## config.mk

```make
export PLATFORM = sky130hd
export DESIGN_NAME = regfile_scoreboard
export DESIGN_NICKNAME = d
export VERILOG_FILES = /design/src/rtl/regfile_scoreboard.sv
export SDC_FILE = /design/constraint.sdc
export NUM_CORES = 1
export LEC_CHECK = 0
export BUFFER_PORTS_ARGS = -buffer_cell sky130_fd_sc_hd__buf_2
export CAP_MARGIN = 40
export CORE_ASPECT_RATIO = 0.7
export CORE_MARGIN = 2
export CORE_UTILIZATION = 60
export CTS_CLUSTER_DIAMETER = 150
export DETAILED_ROUTE_END_ITERATION = 10
export PLACE_DENSITY = 0.8
export RECOVER_POWER = 25
export SLEW_MARGIN = 20
export SYNTH_ARGS = -nofsm -noshare
export SYNTH_HDL_FRONTEND = slang
export SYNTH_SLANG_ARGS = --single-unit
```

## constraint.sdc

```tcl
create_clock -name clk -period 2.4 [get_ports clk]
set_input_delay 0.48 -clock clk [delete_from_list [all_inputs] [get_ports clk]]
set_output_delay 0.48 -clock clk [all_outputs]
set_load 0.01 [all_outputs]
```

## src/rtl/regfile_scoreboard.sv

```systemverilog
// Parametrised register file with a per-register pending (scoreboard) bit.
// Decode reads and reserves destinations; write-back writes and releases them.
module regfile_scoreboard #(
  parameter int unsigned DATA_W   = 16,
  parameter int unsigned ADDR_W   = 3,
  parameter int unsigned NUM_RD   = 2,
  parameter bit          BYPASS   = 1'b0,
  parameter bit          ZERO_REG = 1'b0
) (
  input  logic                       clk,
  input  logic                       rst_n,
  input  logic                       reg_write,
  input  logic [ADDR_W-1:0]          write_register,
  input  logic [DATA_W-1:0]          write_data,
  input  logic                       reserve_en,
  input  logic [ADDR_W-1:0]          reserve_register,
  input  logic [NUM_RD*ADDR_W-1:0]   read_register,
  output logic [NUM_RD*DATA_W-1:0]   read_data,
  output logic [NUM_RD-1:0]          read_pending,
  output logic                       any_pending
);

  localparam int unsigned DEPTH = 1 << ADDR_W;

  logic [DATA_W-1:0] mem_q [DEPTH];
  logic [DATA_W-1:0] mem_d [DEPTH];
  logic [DEPTH-1:0]  pend_q;
  logic [DEPTH-1:0]  pend_d;

  logic wr_en_c;
  logic rsv_en_c;

  // Register 0 swallows writes and reserves when hardwired.
  always_comb begin
    wr_en_c  = reg_write;
    rsv_en_c = reserve_en;
    if (ZERO_REG) begin
      if (write_register == '0) wr_en_c = 1'b0;
      if (reserve_register == '0) rsv_en_c = 1'b0;
    end
  end

  // Next state: reserve is applied after write so that set wins on a collision.
  always_comb begin
    mem_d  = mem_q;
    pend_d = pend_q;
    if (wr_en_c) begin
      mem_d[write_register]  = write_data;
      pend_d[write_register] = 1'b0;
    end
    if (rsv_en_c) begin
      pend_d[reserve_register] = 1'b1;
    end
  end

  always_ff @(posedge clk or negedge rst_n) begin
    if (!rst_n) begin
      for (int unsigned i = 0; i < DEPTH; i++) begin
        mem_q[i] <= '0;
      end
      pend_q <= '0;
    end else begin
      for (int unsigned i = 0; i < DEPTH; i++) begin
        mem_q[i] <= mem_d[i];
      end
      pend_q <= pend_d;
    end
  end

  // Combinational read ports with optional same-cycle forwarding.
  always_comb begin
    logic [ADDR_W-1:0] addr;
    logic [DATA_W-1:0] data;
    logic              pend;
    read_data    = '0;
    read_pending = '0;
    for (int unsigned k = 0; k < NUM_RD; k++) begin
      addr = read_register[k*ADDR_W +: ADDR_W];
      data = mem_q[addr];
      pend = pend_q[addr];
      if (BYPASS && wr_en_c && (addr == write_register)) begin
        data = write_data;
        pend = rsv_en_c && (reserve_register == addr);
      end
      if (ZERO_REG && (addr == '0)) begin
        data = '0;
        pend = 1'b0;
      end
      read_data[k*DATA_W +: DATA_W] = data;
      read_pending[k]               = pend;
    end
  end

  assign any_pending = |pend_q;

endmodule

```

==> summary.md <==
| Metric | Value |
|---|---|
| Largest net degree at the start of global routing | 92 |
| Synth warn | 0 |
| First-pass GRT wire length | 27,400 microns |
| Most common cell in the synthesized netlist | mux2_2 |
| I/O Buffers | 66 |
| FILL cells | 766 |
| Routed Antenna Nets | 0 |
| Fin crit period | 2360 ps |
| Final hold viol count | 0 |
| Maximum VDD drop | 0.573 mV |
| H-tree depth | 4 |
| Vias in the first global route | 4,800 |
| Post-Route Skew | 0 ps |
| Hold-fix buffers at CTS | 0 |
| Die X | 139 microns |
| Final setup fails | 0 |
| RD Place Congestion | 0.846 |
| Compound-cell area share of the yosys netlist | 0.937% |
| Max Root-Sink Buffers | 2 |
| Avg WL per Cell | 26.0 microns |
| Register bit count reported by yosys | 136 |
| Violated checks | capacitance limit, slew limit |
| Site Rows | 34 |
| Initial Util | 61.5% |
| Adder-cell area share of the yosys netlist | 0% |
| Top_reg_cell synth | dfrtp_1 |
| Worst EP arrival | 1880 ps |
| Post-DP Area | 8050 sq um |
| GRT Total Usage | 26.8% |
| GR Overflow Total | 0 |
| Tcrit/Tclk final | 98.5% |
| Final instance area | 8770 sq um |
| Post-synthesis cell count | 432 |
| Post-Synthesis Cell Area | 7610 sq um |
| Power Density | 883 nW/um^2 |
| Cell taking the most area after synthesis | dfrtp_1 |
| Clock transition at path regs | 60 ps |
| Layout cells sized above 1 | 59.4% |
| Cells on worst reg2reg path | 2 |
| Critical Path Source Type | primary input |
| Vias | 4,566 |
| Initial antenna violation count | 0 |
| Post-synthesis xor/xnor area fraction | 0% |
| Critical path class | in2out |
| Placed cells | 646 |
| Sequential area share after synthesis | 44.7% |
| Core region area | 12,400 sq um |
| Worst Path Required | 1920 ps |
| Hold Crit Class | in2async |
| Initial DRC Count | 320 |
| Status | finished with violations |
| Post-synth top cells | mux2_2 (153), dfrtp_1 (136), mux4_1 (52), clkbuf_8 (12), mux4_2 (12) |
| Die Y | 98.2 microns |
| Setup_tns | 0 ps |
| Post-Layout Cell Count | 682 |
| Fin util | 70.8% |
| Area Overhead vs Synth | 15.2% |
| Leak | 3.85 nW |
| Die area | 13,600 sq um |
| Final nets | 540 |
| F_max | 423 MHz |
| CP max FO | 7 |
| Post-synth net total | 464 |
| DRC | 0 |
| Clock sink count | 136 |
| Worst skew pair latency | 420 ps |
| Antenna cells | 0 |
| TritonCTS clock tree | yes |
| Max-slew violation count | 92 |
| Synth Area in Simple Gates | 2.05% |
| Avg Cell Area, Syn | 17.6 sq um |
| Synth area leaders | dfrtp_1 (45%), mux2_2 (23%), mux4_1 (18%) |
| Async S/R FF share, synth | 100% |
| Top-area cell type share of the netlist area | 44.7% |
| EDFF count, synth | 0 |
| Drt pass-1 iters | 5 |
| Slew @ Worst Pin | 2030 ps |
| Unrepaired setup endpoints after global routing | no |
| Max-slew headroom | -35.2% |
| Critical path capture point type | output port |
| Root Driver | clkbuf_16 |
| Synth unique cells | 24 |
| Total power | 7.74 mW |
| Multiplexer area fraction after synthesis | 47.2% |
| Hpwl dp | 10,400 microns |
| I/O pin total | 67 |
| Largest family of logic cells by synthesized area | multiplexers |
| CTS Buf Count | 17 |
| Max_cap viols | 1 |
| Via density | 6.70 |
| Final wirelength | 17,700 microns |
## state kept, by name, indices dropped and copies added, names as in the netlist
signal / cells
mem_q: 128
pend_q: 8
## repair_timing
item,4_1_cts,5_1_grt
endpoints found under the setup margin,0,14
gates resized for setup,0,7
buffers inserted,0,2
## final timing paths
kind / start / endpoint / slack (ps)
min in group clk: reserve_register[2] / pend_q[1]$_DFF_PN0_ / 330
max: read_register[3] / read_pending[1] / 40
min reg2reg: mem_q[65]$_DFFE_PN0P_ / mem_q[65]$_DFFE_PN0P_ / 510
max in group asynchronous: rst_n / mem_q[21]$_DFFE_PN0P_ / 420
max reg2reg: pend_q[5]$_DFF_PN0_ / pend_q[5]$_DFF_PN0_ / 1550
min: rst_n / pend_q[3]$_DFF_PN0_ / 160
## layout by cell type, fill, tap and decap left out, types with 4 or more instances in the layout
| cell type | synthesis | final |
|---|---|---|
| mux4_4 | 4 | 4 |
| buf_4 | 5 | 17 |
| mux2_2 | 153 | 153 |
| clkbuf_16 | 0 | 20 |
| mux2_4 | 9 | 9 |
| clkbuf_8 | 12 | 4 |
| buf_2 | 8 | 64 |
| mux4_2 | 12 | 12 |
| dfrtp_1 | 136 | 136 |
| clkinvlp_4 | 0 | 6 |
| mux4_1 | 52 | 52 |
| buf_12 | 0 | 5 |
| inv_1 | 5 | 5 |
## layer usage
metal / part of all wire (%) / global-route usage (%) / vias to the layer above
li1: - / - / 1904
met1: 43 / 36.7 / 2453
met2: 49 / 44.0 / 190
met3: 6.6 / 5.98 / 19
met4: 1.4 / 7.85 / 0
met5: 0 / 0 / -
## area by class of cell
| type | count | area, sq um | share of cell area, % |
|---|---|---|---|
| Inverter | 5 | 18.8 | 0.214 |
| Multi-Input combinational cell | 255 | 3850 | 43.9 |
| Clock buffer | 21 | 480 | 5.48 |
| Tap cell | 162 | 203 | 2.31 |
| Sequential cell | 136 | 3400 | 38.8 |
| Clock inverter | 10 | 144 | 1.64 |
| Timing Repair Buffer | 93 | 668 | 7.62 |
## worst max-delay path, stage by stage
cell and delay, ps:
buf_4 170, buf_8 160, mux4_4 620, mux2_2 310, buf_2 150
## kinds of logic after synthesis
kind of cell	Yosys count
AO/OA/AOI/OAI	8
multiplexers	230
flip-flops	136
AND/OR/NAND/NOR	17
buffers and inverters	41
## metrics by stage
stage / setup WS [ps] / hold slack (ps)
floorplan: 345 / 184
global placement: 37.1 / 495
detailed placement: 9.11 / 502
CTS: 0.244 / 129
global route: 3.18 / 207
finish: 35.1 / 160
## report_power, final
group	internal, mW	leakage [nW]	switching (mW)
clock network	1.74	0.286	1.01
registers	2.80	1.63	0.386
logic	1.15	1.94	0.657
Note: power is estimated with default switching activity, not from simulation.
